[src/rtl/dctq_pkg.sv]
// Shared constants for the DCTQ quantiser: default widths and rounding-mode encodings.
package dctq_pkg;

    localparam int DCTQ_DW    = 12;
    localparam int DCTQ_QW    = 8;
    localparam int DCTQ_OW    = 9;
    localparam int DCTQ_SHIFT = 12;
    localparam int DCTQ_BLK   = 64;

    localparam logic RND_TRUNC   = 1'b0;
    localparam logic RND_HALF_UP = 1'b1;

endpackage

[src/rtl/dctq_quant_pipe_if.sv]
// Streaming handshake bundle for the quantiser: coefficient in, quantised result out.
interface dctq_quant_pipe_if
    import dctq_pkg::*;
#(
    parameter int DW = DCTQ_DW,
    parameter int OW = DCTQ_OW,
    parameter int AW = $clog2(DCTQ_BLK)
) ();

    logic          in_valid;
    logic          in_ready;
    logic [DW-1:0] in_data;
    logic          rnd_mode;
    logic          out_valid;
    logic          out_ready;
    logic [OW-1:0] out_data;
    logic [AW-1:0] out_idx;
    logic          out_last;
    logic          out_sat;

    // Producer/consumer side that feeds coefficients and drains results.
    modport master (
        output in_valid, in_data, rnd_mode, out_ready,
        input  in_ready, out_valid, out_data, out_idx, out_last, out_sat
    );

    // Quantiser side.
    modport slave (
        input  in_valid, in_data, rnd_mode, out_ready,
        output in_ready, out_valid, out_data, out_idx, out_last, out_sat
    );

endinterface

[src/rtl/dctq_qtable.sv]
// Per-position quantisation factor table: BLK x QW registers, one write port,
// one combinational read port (a same-cycle write is seen only after the edge).
module dctq_qtable
    import dctq_pkg::*;
#(
    parameter int QW  = DCTQ_QW,
    parameter int BLK = DCTQ_BLK,
    parameter int AW  = $clog2(BLK)
) (
    input  logic          clk,
    input  logic          rst,
    input  logic          we,
    input  logic [AW-1:0] waddr,
    input  logic [QW-1:0] wdata,
    input  logic [AW-1:0] raddr,
    output logic [QW-1:0] rdata
);

    logic [QW-1:0] mem_r [BLK];

    // Register file storage: cleared on reset, one entry written per strobe.
    always_ff @(posedge clk or posedge rst) begin
        if (rst) begin
            for (int i = 0; i < BLK; i++) begin
                mem_r[i] <= '0;
            end
        end else if (we) begin
            mem_r[waddr] <= wdata;
        end
    end

    assign rdata = mem_r[raddr];

endmodule

[src/rtl/dctq_quant_pipe.sv]
// Two-stage streaming quantiser: stage 1 multiplies the coefficient by the
// table factor for the current block position, stage 2 rounds, shifts and
// saturates into the registered output. Both stages stall together.
module dctq_quant_pipe
    import dctq_pkg::*;
#(
    parameter int DW    = DCTQ_DW,
    parameter int QW    = DCTQ_QW,
    parameter int OW    = DCTQ_OW,
    parameter int SHIFT = DCTQ_SHIFT,
    parameter int BLK   = DCTQ_BLK,
    parameter int AW    = $clog2(BLK)
) (
    input  logic                clk,
    input  logic                rst,
    dctq_quant_pipe_if.slave    bus,
    input  logic                tbl_we,
    input  logic [AW-1:0]       tbl_addr,
    input  logic [QW-1:0]       tbl_data
);

    // Product width, plus one guard bit so adding the rounding constant cannot overflow.
    localparam int PW = DW + QW + 1;
    localparam int SW = PW + 1;

    localparam logic signed [SW-1:0] HALF    = {{(SW-1){1'b0}}, 1'b1} << (SHIFT - 1);
    localparam logic signed [SW-1:0] SAT_MAX = SW'((64'sd1 <<< (OW - 1)) - 64'sd1);
    localparam logic signed [SW-1:0] SAT_MIN = ~SAT_MAX;

    logic                 adv_s;
    logic                 in_fire_s;
    logic [QW-1:0]        qfac_s;
    logic signed [PW-1:0] prod_s;
    logic signed [SW-1:0] sum_s;
    logic signed [SW-1:0] shr_s;
    logic [OW-1:0]        res_s;
    logic                 sat_s;

    logic                 s1_valid_r;
    logic signed [PW-1:0] s1_prod_r;
    logic [AW-1:0]        s1_idx_r;
    logic                 s1_rnd_r;
    logic [AW-1:0]        idx_r;

    // The pipe moves only when the output register is free or being drained.
    assign adv_s        = !(bus.out_valid && !bus.out_ready);
    assign bus.in_ready = adv_s;
    assign in_fire_s    = bus.in_valid && adv_s;

    dctq_qtable #(
        .QW  (QW),
        .BLK (BLK),
        .AW  (AW)
    ) u_qtable (
        .clk   (clk),
        .rst   (rst),
        .we    (tbl_we),
        .waddr (tbl_addr),
        .wdata (tbl_data),
        .raddr (idx_r),
        .rdata (qfac_s)
    );

    // Factor is unsigned, so it gets a zero sign bit before the signed multiply.
    assign prod_s = PW'($signed(bus.in_data)) * PW'($signed({1'b0, qfac_s}));
    assign sum_s  = SW'(s1_prod_r) + ((s1_rnd_r == RND_HALF_UP) ? HALF : '0);
    assign shr_s  = sum_s >>> SHIFT;

    // Clip the shifted value into the signed output range and flag clipping.
    always_comb begin
        res_s = shr_s[OW-1:0];
        sat_s = 1'b0;
        if (shr_s > SAT_MAX) begin
            res_s = SAT_MAX[OW-1:0];
            sat_s = 1'b1;
        end else if (shr_s < SAT_MIN) begin
            res_s = SAT_MIN[OW-1:0];
            sat_s = 1'b1;
        end else begin
            res_s = shr_s[OW-1:0];
            sat_s = 1'b0;
        end
    end

    // Block position counter; wraps naturally because BLK is a power of two.
    always_ff @(posedge clk or posedge rst) begin
        if (rst) begin
            idx_r <= '0;
        end else if (in_fire_s) begin
            idx_r <= idx_r + AW'(1);
        end
    end

    // Stage 1: capture product, position and rounding mode; bubbles clear the valid.
    always_ff @(posedge clk or posedge rst) begin
        if (rst) begin
            s1_valid_r <= 1'b0;
            s1_prod_r  <= '0;
            s1_idx_r   <= '0;
            s1_rnd_r   <= RND_TRUNC;
        end else if (adv_s) begin
            s1_valid_r <= in_fire_s;
            if (in_fire_s) begin
                s1_prod_r <= prod_s;
                s1_idx_r  <= idx_r;
                s1_rnd_r  <= bus.rnd_mode;
            end
        end
    end

    // Stage 2: registered result; payload only changes when a new valid result lands.
    always_ff @(posedge clk or posedge rst) begin
        if (rst) begin
            bus.out_valid <= 1'b0;
            bus.out_data  <= '0;
            bus.out_idx   <= '0;
            bus.out_last  <= 1'b0;
            bus.out_sat   <= 1'b0;
        end else if (adv_s) begin
            bus.out_valid <= s1_valid_r;
            if (s1_valid_r) begin
                bus.out_data <= res_s;
                bus.out_idx  <= s1_idx_r;
                bus.out_last <= (s1_idx_r == AW'(BLK - 1));
                bus.out_sat  <= sat_s;
            end
        end
    end

endmodule

[src/flat_wrapper.sv]
// flat-port wrapper written by rule: the top's interface ports become plain ports
module dctq_quant_pipe_flat import dctq_pkg::*;
#(
    parameter int DW    = DCTQ_DW,
    parameter int QW    = DCTQ_QW,
    parameter int OW    = DCTQ_OW,
    parameter int SHIFT = DCTQ_SHIFT,
    parameter int BLK   = DCTQ_BLK,
    parameter int AW    = $clog2(BLK)
)
  (clk, rst, tbl_we, tbl_addr, tbl_data, bus_in_valid, bus_in_data, bus_rnd_mode, bus_out_ready, bus_in_ready, bus_out_valid, bus_out_data, bus_out_idx, bus_out_last, bus_out_sat);
  dctq_quant_pipe_if #(.DW(DW), .OW(OW), .AW(AW)) bus_i ();
  input  logic clk;
  input  logic rst;
  input  logic tbl_we;
  input  logic [AW-1:0] tbl_addr;
  input  logic [QW-1:0] tbl_data;
  input wire logic [$bits(bus_i.in_valid)-1:0] bus_in_valid;
  input wire logic [$bits(bus_i.in_data)-1:0] bus_in_data;
  input wire logic [$bits(bus_i.rnd_mode)-1:0] bus_rnd_mode;
  input wire logic [$bits(bus_i.out_ready)-1:0] bus_out_ready;
  output wire logic [$bits(bus_i.in_ready)-1:0] bus_in_ready;
  output wire logic [$bits(bus_i.out_valid)-1:0] bus_out_valid;
  output wire logic [$bits(bus_i.out_data)-1:0] bus_out_data;
  output wire logic [$bits(bus_i.out_idx)-1:0] bus_out_idx;
  output wire logic [$bits(bus_i.out_last)-1:0] bus_out_last;
  output wire logic [$bits(bus_i.out_sat)-1:0] bus_out_sat;
  assign bus_i.in_valid = bus_in_valid;
  assign bus_i.in_data = bus_in_data;
  assign bus_i.rnd_mode = bus_rnd_mode;
  assign bus_i.out_ready = bus_out_ready;
  assign bus_in_ready = bus_i.in_ready;
  assign bus_out_valid = bus_i.out_valid;
  assign bus_out_data = bus_i.out_data;
  assign bus_out_idx = bus_i.out_idx;
  assign bus_out_last = bus_i.out_last;
  assign bus_out_sat = bus_i.out_sat;
  dctq_quant_pipe #(.DW(DW), .QW(QW), .OW(OW), .SHIFT(SHIFT), .BLK(BLK), .AW(AW)) u_core (.clk(clk), .rst(rst), .bus(bus_i), .tbl_we(tbl_we), .tbl_addr(tbl_addr), .tbl_data(tbl_data));
endmodule
[config.mk]
export PLATFORM = sky130hd
export DESIGN_NAME = dctq_quant_pipe_flat
export DESIGN_NICKNAME = d
export VERILOG_FILES = /design/src/rtl/dctq_pkg.sv /design/src/rtl/dctq_quant_pipe_if.sv /design/src/rtl/dctq_qtable.sv /design/src/rtl/dctq_quant_pipe.sv /design/src/flat_wrapper.sv
export SDC_FILE = /design/constraint.sdc
export NUM_CORES = 1
export LEC_CHECK = 0
export ABC_AREA = 1
export CAP_MARGIN = 20
export CORE_MARGIN = 5
export CORE_UTILIZATION = 45
export DETAILED_ROUTE_END_ITERATION = 8
export PLACE_DENSITY_LB_ADDON = 0.3
export RECOVER_POWER = 100
export SYNTH_ARGS = -nofsm -noshare
export SYNTH_HDL_FRONTEND = slang
export SYNTH_HIERARCHICAL = 1
export SYNTH_SLANG_ARGS = --single-unit
[constraint.sdc]
create_clock -name clk -period 29.2 [get_ports clk]
set_input_delay 5.84 -clock clk [delete_from_list [all_inputs] [get_ports clk]]
set_output_delay 5.84 -clock clk [all_outputs]
set_load 0.05 [all_outputs]
# == Yosys cells after proc, flatten, opt, wreduce, memory -nomap -nowiden ==
# Cells that the tools add are included.
# classes
n_addsub,2
multipliers,1
n_div,0
order_cmp,5
eq_ne,1
shift,0
mux,11
bitwise,3
n_reduce_logical,7
# op_table
cell,n
bitwise mux 512 bit,1
binary-select mux 8 bit (select 6 bit),1
demux 8 bit (select 6 bit),1
two-way mux 8 bit,3
adder 21 x 13 -> 22 bit,1
multiplier 12 x 9 -> 21 bit,1
two-way mux 9 bit,2
greater-or-equal comparator 7 bit (second input constant),2
NOT 6 -> 7 bit,2
two-way mux 12 bit,1
> comparator 10 x 9 -> 1 bit (second input constant),1
less-than comparator 10 x 9 -> 1 bit (second input constant),1
less-than comparator 7 x 1 -> 1 bit (second input constant),1
adder 6 x 1 -> 6 bit (second input constant),1
== test 6 bit (second input constant),1
AND reduction 2 bit,2
logical AND 1 bit,3
zero test 1 bit,2
two-way mux 1 bit,2
NOT 1 bit,1
# word_totals
regBits,565
latch_bits,0
mem_bits_rw,0
romBits,0
inputBits,32
elab_cells,104
mem_count,0

# == Depth between registers and ports, before layout ==
# Gate-level depths: netlist of the first run.
# depth
word_depth,6
ltp_mapped,35

# == Hierarchy ==
# Netlist of the first run, hierarchy kept.
# modules_own_cells
module,instances,cells_per_inst,area_each_um2
dctq_qtable,1,2956,23408.7
dctq_quant_pipe,1,725,5507.8

# == Worst setup path before layout of the first run ==
# OpenSTA, ideal clock, no wires.
# synth_path
path_kind,input -> output
startpoint,input port bus_out_ready
endpoint,output port bus_in_ready
t_arrival_ns,6.230
required_ns,23.360
setup_slack_ns,17.130
cell_stages,2
path_buffers,0
cell_sequence,nor2_1 -> inv_1
# synth_via
elab_chain_len,3
# synth_lines
item,line_no,source
start: declaration,flat_wrapper.sv:21,input wire logic [$bits(bus_i.out_ready)-1:0] bus_out_ready;
zero test 1 bit,dctq_quant_pipe.sv:46,assign adv_s = !(bus.out_valid && !bus.out_ready);
logical AND 1 bit,dctq_quant_pipe.sv:46,
zero test 1 bit,dctq_quant_pipe.sv:46,
end: declaration,flat_wrapper.sv:22,output wire logic [$bits(bus_i.in_ready)-1:0] bus_in_ready;
# No other way between the ends.

==> flow_summary.toml, run 1 <==
[outcome]
status = "complete, but fails checks"
violations = "max-capacitance violations, max-slew violations"

[yosys]
async_reset_ff_frac = 1.000
synth_nets = 3830
synth_area_sq_um = 28920
synth-edff-count = 0
ys_seq_area_frac = 0.4794
yosys_warnings = 6
syn_inst = 3681
ys_seq_elements = 554
syn_area_per_cell_sq_um = 7.856
ys.flop_type = "dfrtp_1"
synth_cell_types = 39

[finish]
finalNonFillerCells = 4478
post-route-util = 0.4940
drive_gt1_frac = 0.04195
final_area_sq_um = 31610
antenna_cells = 0
final_net_count = 3725
area_delta_synth_final_pct = 9.329

[sta]
grt_setup_unrepaired = "no"
post-route-min-period_ps = 15020
skew_ps = 24.77
max_freq_mhz = 66.59
setup_viol = 0
fin_tns_setup_ps = 0
hold_viol = 0
timing.final.crit_share = 0.5143
slew_headroom = -2.755
drv_slew = 612
worstMarginPinSlew_ps = 5601

[clock_tree]
cts_resized = 0
postCtsSetupRepairBufs = 0
clock_path_buffers = 3
clkSinkCount = 554
root_buffer = "clkbuf_16"
cts_max_level = 2
clk_latency_ps = 620
cts_tree = "done"
cts_buffers = 57
cts_hold_buf = 0
clk_pin_slew_worst_paths_ps = 60

[global_route]
grt_pass1_vias = 22660
grt_max_degree = 167
grt_pass1_wl_mm = 124.1
antenna_found_initial = 0
gr-usage-all-layers = 0.2153
overflow = 0

[floorplanning]
ios = 51
rows = 93
die-area_sq_um = 69430
start_util = 0.4518
fp.coreArea_sq_um = 64000
die_h_um = 263.5
die_w_um = 263.5

[critical_path]
r2r-end = "u_core/s1_prod_r[20]$_DFFE_PP0P_"
crit_required_ps = 29010
r2r_start = "u_core/idx_r[0]$_DFFE_PP0P_"
cp-start-kind = "input pin"
r2r_slack_ps = 21700
arrival_ps = 14830
worstSetupEndpointType = "asynchronous set/reset pin"
r2r_cells = 27
cp_max_fo = 125
crit_type = "in -> async"

[placement]
hpwlAfterDp_mm = 45.40
place_congestion = 0.8100
io_buffer_count = 50
dpl-instance-area_sq_um = 29740
dp_cells = 4371

[drt]
route.detailed.drc = 0
detailroute.via_count = 23810
wl_mm = 76.27
wl_per_cell_um = 17.03
dr.pass1.iters = 6
drtAntennaViolNets = 0
viasPerCell = 5.316
drt_iter0_markers = 2217

[min_path]
min_path_cells = 2
hold_start = "u_core/s1_valid_r$_DFFE_PP0N_"
holdPathEnd = "u_core/bus.out_valid$_DFFE_PP0N_"
hold_class = "reg -> reg"

[run]
drv_cap = 15
-- worst max path at each step --
stage | start | endpoint | slack [ps]
2_1_floorplan | rst | u_core/u_qtable/mem_r[0]$_DFFE_PP0P_ | 9060
3_3_place_gp | bus_out_ready | bus_in_ready | 16070
3_5_place_dp | bus_out_ready | bus_in_ready | 16080
4_1_cts | bus_out_ready | bus_in_ready | 16080
5_1_grt | rst | u_core/u_qtable/mem_r[374]$_DFFE_PP0P_ | 12160
6_report | rst | u_core/u_qtable/mem_r[374]$_DFFE_PP0P_ | 14180
-- cells by family after synthesis --
logic type,count (synthesis),share of synthesized area
DFF,554,0.4794
and+or+nand+nor,1969,0.2835
AOI/OAI and AO/OA,560,0.09835
xor gates and xnor gates,14,0.004240
buffers and inverters,467,0.06382
adders and majority gates,117,0.07062
-- cell usage after synthesis, drive strengths merged, types with 20 or more instances --
cell | count | area (sq um)
ha | 40 | 500.5
a21oi | 119 | 606.8
fa | 77 | 1541
inv | 213 | 799.5
buf | 59 | 309.1
nand2 | 1335 | 5026
nor3 | 20 | 115.1
dfrtp | 554 | 13860
nand3 | 460 | 2307
o21ai | 431 | 2157
nor2 | 141 | 579.3
clkbuf | 186 | 703.2
-- per-stage QoR --
step | setup slack (ps) | hold WS, ps
after floorplan | 9060 | 431.7
after global placement | 16070 | 449.4
after detailed placement | 16080 | 452.1
after CTS | 16080 | 467.2
after global routing | 12160 | 487.8
final | 14180 | 460.2
-- state kept, by name, indices dropped and copies added (netlist names), 6 cells and up --
| register | cells |
|---|---|
| u_core/bus.out_data | 9 |
| u_core/s1_idx_r | 6 |
| u_core/u_qtable/mem_r | 512 |
| u_core/s1_prod_r | 10 |
| u_core/bus.out_idx | 6 |
| u_core/idx_r | 6 |
-- critical path, cell delays in order --
cell and delay, ps:
dlygate4sd3_1 570, clkinvlp_2 3080, clkbuf_1 2240, clkbuf_1 2890
-- final cells by class --
type | count | area, sq um
Sequential cell | 554 | 13870
Timing Repair Buffer | 81 | 715.7
Clock inverter | 27 | 354.1
Clock buffer | 79 | 1692
Multi-Input combinational cell | 2660 | 13070
Tap cell | 855 | 1070
Fill cell | 6341 | 32380
Inverter | 222 | 844.6
-- cell usage in the layout (no fill, tap or decap), types with 3 or more instances in the layout --
cell	count
clkinv_2	13
clkdlybuf4s50_1	22
buf_4	22
nor3_1	20
nor4_1	6
clkbuf_1	14
o21bai_1	3
nand4_1	3
fa_1	77
ha_1	40
nand2_2	5
nor2_4	3
clkbuf_16	59
nand2_1	1330
a21oi_1	119
dfrtp_1	551
dlygate4sd3_1	28
bufinv_16	8
a21o_1	3
clkinvlp_4	3
o21ai_0	429
xnor2_1	7
clkbuf_8	14
nor2_1	136
inv_1	208
inv_2	10
xor2_1	7
nand3_1	459
-- routing by layer --
layer,vias to the layer above,GRT usage,share of wire
met3,113,0.03037,0.060
met4,0,0.05891,0.025
met2,658,0.3429,0.46
met5,-,0,0
met1,11430,0.3113,0.46
li1,11600,-,-
Power of run 1 is not shown: default switching activity piles up to over one toggle a cycle in this logic, so the estimate is an artifact.
==> run 2: changes to the inputs <==
Clock period 29.2 ns to 13.9 ns, I/O delays scaled along.
==> run 2 against run 1 <==
  * The run still ends with max-capacitance violations, max-slew violations left
  * Flip-flop and latch count stayed put
  * Non-clock buffer count down 2
  * Cell count about the same
  * Critical path depth up 23
  * Hold slack better by 3.9 ps
  * Clock skew shrank 4.1 ps
  * Final area decreased by 0.43%
==> flow_summary.toml, run 2 (same netlist as run 1, synthesis figures left out) <==
[outcome]
status = "complete, but fails checks"
violations = "max-capacitance violations, max-slew violations"

[clock_tree]
postCtsSetupRepairBufs = 0
cts_max_level = 2
clock_path_buffers = 3
cts_hold_buf = 0
clk_latency_ps = 620
clk_pin_slew_worst_paths_ps = 60
cts_resized = 0
cts_tree = "done"
cts_buffers = 58
root_buffer = "clkbuf_16"
clkSinkCount = 554

[global_route]
grt_max_degree = 164
grt_pass1_vias = 22780
antenna_found_initial = 1
grt_pass1_wl_mm = 128.1
gr-usage-all-layers = 0.2240
overflow = 0

[finish]
drive_gt1_frac = 0.03923
final_area_sq_um = 31480
post-route-util = 0.4919
layout_commonest_cell = "nand2_1"
top_regs = "u_core/u_qtable/mem_r (512), u_core/s1_prod_r (10), u_core/bus.out_data (9)"
area_delta_synth_final_pct = 8.861
largest-register = "u_core/u_qtable/mem_r"
largest_reg_flops = 512
layout_common_cells = "nand2_1 (1330), dfrtp_1 (552), nand3_1 (459)"
nFillCells = 6223
final_net_count = 3724

[sta]
whs_ps = 464.1
post-route-min-period_ps = 10090
hold_viol = 0
slew_headroom = -1.638
max_freq_mhz = 99.14
drv_slew = 519
skew_ps = 20.70
worstMarginPinSlew_ps = 3957
timing.final.crit_share = 0.7256
grt_setup_unrepaired = "no"
setup_viol = 0
fin_tns_setup_ps = 0

[drt]
viasPerCell = 5.357
detailroute.via_count = 23980
route.detailed.drc = 0
wl_mm = 78.79
dr.pass1.iters = 6
drt_iter0_markers = 2456
drtAntennaViolNets = 0
wl_per_cell_um = 17.60

[floorplanning]
fp.coreArea_sq_um = 64000
die-area_sq_um = 69430
rows = 93
die_h_um = 263.5
start_util = 0.4518
die_w_um = 263.5
ios = 51

[critical_path]
worstSetupEndpointType = "flip-flop"
arrival_ps = 10580
crit_required_ps = 14390
cp_max_fo = 77
crit_type = "reg -> reg"
cp-start-kind = "flip-flop"

[placement]
hpwlAfterDp_mm = 46.95
place_congestion = 0.8744
dpl-instance-area_sq_um = 29740
io_buffer_count = 50

[run]
drv_cap = 12

[min_path]
hold_class = "reg -> reg"
-- run 2: cell types whose count changed in the layout (fill, tap and decap cells not counted), sizes merged --
cell / change
clkbuf: +12
clkinvlp: -2
clkdlybuf4s50: +3
diode: +1
clkinv: -6
dlygate4sd3: -3
inv: -1
bufinv: -6
-- run 2: path summary, 6_finish.rpt --
path                                                   startpoint                                endpoint  slack (ps)  cells after the start
max in group asynchronous                                     rst  u_core/u_qtable/mem_r[494]$_DFFE_PP0P_        4350                      5
worst min-delay path            u_core/bus.out_idx[5]$_DFFE_PP0P_       u_core/bus.out_idx[5]$_DFFE_PP0P_         460                      2
worst min register to register  u_core/bus.out_idx[5]$_DFFE_PP0P_       u_core/bus.out_idx[5]$_DFFE_PP0P_         460                      2
worst max register to register        u_core/idx_r[0]$_DFFE_PP0P_        u_core/s1_prod_r[20]$_DFFE_PP0P_        3810                     27
min in group asynchronous                                     rst       u_core/bus.out_idx[5]$_DFFE_PP0P_        3520                      3
worst max-delay path                  u_core/idx_r[0]$_DFFE_PP0P_        u_core/s1_prod_r[20]$_DFFE_PP0P_        3810                     27
-- run 2: worst max-delay path, cell delays in order, from the launching register on --
cell,delay (ps)
dfrtp_1,1170
buf_4,830
clkbuf_1,2610
nand2_1,170
nand3_1,210
nand3_1,100
nand2_1,140
nand2_1,80
nand3_1,100
nand3_1,130
nand2_1,530
nand2_1,170
fa_1,660
inv_1,120
fa_1,470
fa_1,540
inv_1,50
fa_1,470
inv_1,40
ha_1,340
nand2_1,130
inv_1,60
a21oi_1,230
nor2_1,70
nor3_1,210
nand3_1,110
nand3_1,90
nand2_1,60
-- run 2: stage by stage --
step                      cells  setup slack (ps)
after floorplan            3681              4168
after global placement     4370              6535
after detailed placement   4370              6421
after CTS                  4475              6419
after global routing       4476              2907
final                      4476              3814
-- run 2: routing by layer --
metal	up-vias	global-route usage	share of wire	wire [um]
li1	11590	-	-	-
met5	-	0	0	0
met3	126	0.04178	0.068	5330
met1	11530	0.3286	0.46	36180
met2	739	0.3412	0.44	34920
met4	0	0.06692	0.030	2359
-- run 2: cell type report --
class,instances,area [sq um],area share
diodes,1,2.502,0.00007949
well taps,855,1070,0.03398
clock buffers,93,1794,0.05700
clock inverters,12,120.1,0.003816
flip-flops and latches,554,13870,0.4406
multi-input cells,2660,13070,0.4151
repair buffers,79,709.4,0.02254
inverters,222,848.3,0.02695
Power of run 2 is left out for the same reason.
==> run 3: changes to the inputs <==
Clock period 13.9 ns to 9.7 ns, I/O delays scaled along.
==> run 3 against run 2 <==
  * Cell count about the same
  * Via count up 0.60%
  * First-iteration DRC count up 9.5%
  * The run still ends with max-capacitance violations, max-slew violations left
  * Sequential share of layout area shrank 0.086 points
  * Critical endpoint unchanged
  * Clock-buffer cell count unchanged
  * Maximum frequency increased by 39%
  * Setup slack lost 1300 ps
  * Critical path type unchanged
  * Global-route usage hardly changed
  * Non-clock buffer count increased by 3
  * Critical path depth did not move
==> flow_summary.toml, run 3 (same netlist as run 1, synthesis figures left out) <==
[outcome]
status = "complete, but fails checks"
violations = "max-capacitance violations, max-slew violations"

[clock_tree]
clock_path_buffers = 3
postCtsSetupRepairBufs = 0
clk_latency_ps = 630
cts_resized = 0
cts_buffers = 60
cts_max_level = 2
clk_pin_slew_worst_paths_ps = 60
cts_tree = "done"
clkSinkCount = 554
cts_hold_buf = 0
root_buffer = "clkbuf_16"

[critical_path]
crit_type = "reg -> reg"
cp_max_fo = 127
worstSetupEndpointType = "flip-flop"
crit_required_ps = 10190
cp-start-kind = "flip-flop"
arrival_ps = 7720

[finish]
final_area_sq_um = 31550
largest-register = "u_core/u_qtable/mem_r"
post-route-util = 0.4930
nFillCells = 6235
drive_gt1_frac = 0.03893
final_net_count = 3729
antenna_cells = 0
area_delta_synth_final_pct = 9.104
regArea_sq_um = 13870
multiInputGateArea_sq_um = 13080
top_regs = "u_core/u_qtable/mem_r (512), u_core/s1_prod_r (10), u_core/bus.out_data (9)"
layout_common_cells = "nand2_1 (1330), dfrtp_1 (551), nand3_1 (459)"
largest_reg_flops = 512
layout_commonest_cell = "nand2_1"

[sta]
post-route-min-period_ps = 7235
grt_setup_unrepaired = "no"
skew_ps = 36.92
setup_viol = 0
hold_viol = 0
max_freq_mhz = 138.2
timing.final.crit_share = 0.7459
drv_slew = 404
fin_tns_setup_ps = 0
whs_ps = 463.2
slew_headroom = -2.015
worstMarginPinSlew_ps = 4522

[placement]
dpl-instance-area_sq_um = 29760
hpwlAfterDp_mm = 47.89
place_congestion = 0.8919
io_buffer_count = 50

[drt]
wl_per_cell_um = 17.76
dr.pass1.iters = 6
viasPerCell = 5.388
route.detailed.drc = 0
detailroute.via_count = 24120
wl_mm = 79.53
drtAntennaViolNets = 0
drt_iter0_markers = 2689

[min_path]
hold_class = "reg -> reg"

[floorplanning]
ios = 51
fp.coreArea_sq_um = 64000
die-area_sq_um = 69430
die_h_um = 263.5
rows = 93
start_util = 0.4518
die_w_um = 263.5

[global_route]
grt_max_degree = 181
antenna_found_initial = 0
gr-usage-all-layers = 0.2242
grt_pass1_wl_mm = 127.6
overflow = 0
grt_pass1_vias = 22870

[run]
drv_cap = 10
==> run 3: changes by cell type in the layout (fill, tap and decap cells not counted), sizes merged <==
cell and delta:
inv -1, clkinvlp -1, bufinv +1, buf +3
diode -1
==> run 3: metal layers <==
| metal | track usage | vias up | share of wire |
|---|---|---|---|
| met5 | 0 | - | 0 |
| met4 | 0.07339 | 0 | 0.035 |
| met3 | 0.04093 | 145 | 0.073 |
| met2 | 0.3472 | 795 | 0.44 |
| met1 | 0.3216 | 11590 | 0.45 |
| li1 | - | 11600 | - |
==> run 3: cell type report <==
| class | count | area share |
|---|---|---|
| clock buffers | 93 | 0.05600 |
| clock inverters | 11 | 0.004838 |
| inverters | 222 | 0.02681 |
| multi-input cells | 2660 | 0.4145 |
| flip-flops and latches | 554 | 0.4397 |
| well taps | 855 | 0.03391 |
| repair buffers | 82 | 0.02423 |
==> run 3: worst paths after layout <==
check	start	to	slack (ps)	cells after the start
setup / recovery	u_core/idx_r[0]$_DFFE_PP0P_	u_core/s1_prod_r[20]$_DFFE_PP0P_	2470	27
hold / removal	u_core/s1_valid_r$_DFFE_PP0N_	u_core/bus.out_valid$_DFFE_PP0N_	460	2
setup reg to reg	u_core/idx_r[0]$_DFFE_PP0P_	u_core/s1_prod_r[20]$_DFFE_PP0P_	2470	27
hold reg to reg	u_core/s1_valid_r$_DFFE_PP0N_	u_core/bus.out_valid$_DFFE_PP0N_	460	2
max in group asynchronous	rst	u_core/u_qtable/mem_r[433]$_DFFE_PP0P_	2640	3
min in group asynchronous	rst	u_core/u_qtable/mem_r[280]$_DFFE_PP0P_	2060	2
==> run 3: per-stage QoR <==
stage,cells,setup WS [ps]
floorplan,3681,807.7
global placement,4371,2576
detailed placement,4371,2490
CTS,4475,2469
global route,4477,1609
finish,4477,2465
==> run 3: critical path, cell delays in order, from the launching register on <==
cell     delay, ps
dfrtp_4        750
inv_8          690
buf_12         420
nand2_1         90
nand3_1         90
nand3_1        120
nand2_1        150
nand2_1         70
nand3_1        220
nand3_1        110
nand2_1        410
nand2_1        220
fa_1           640
inv_1          130
fa_1           490
fa_1           560
inv_1           50
fa_1           470
inv_1           50
ha_1           330
nand2_1        130
inv_1           60
a21oi_1        230
nor2_1          70
nor3_1         220
nand3_1        120
nand3_1         90
nand2_1         60
Power of run 3 is left out for the same reason.
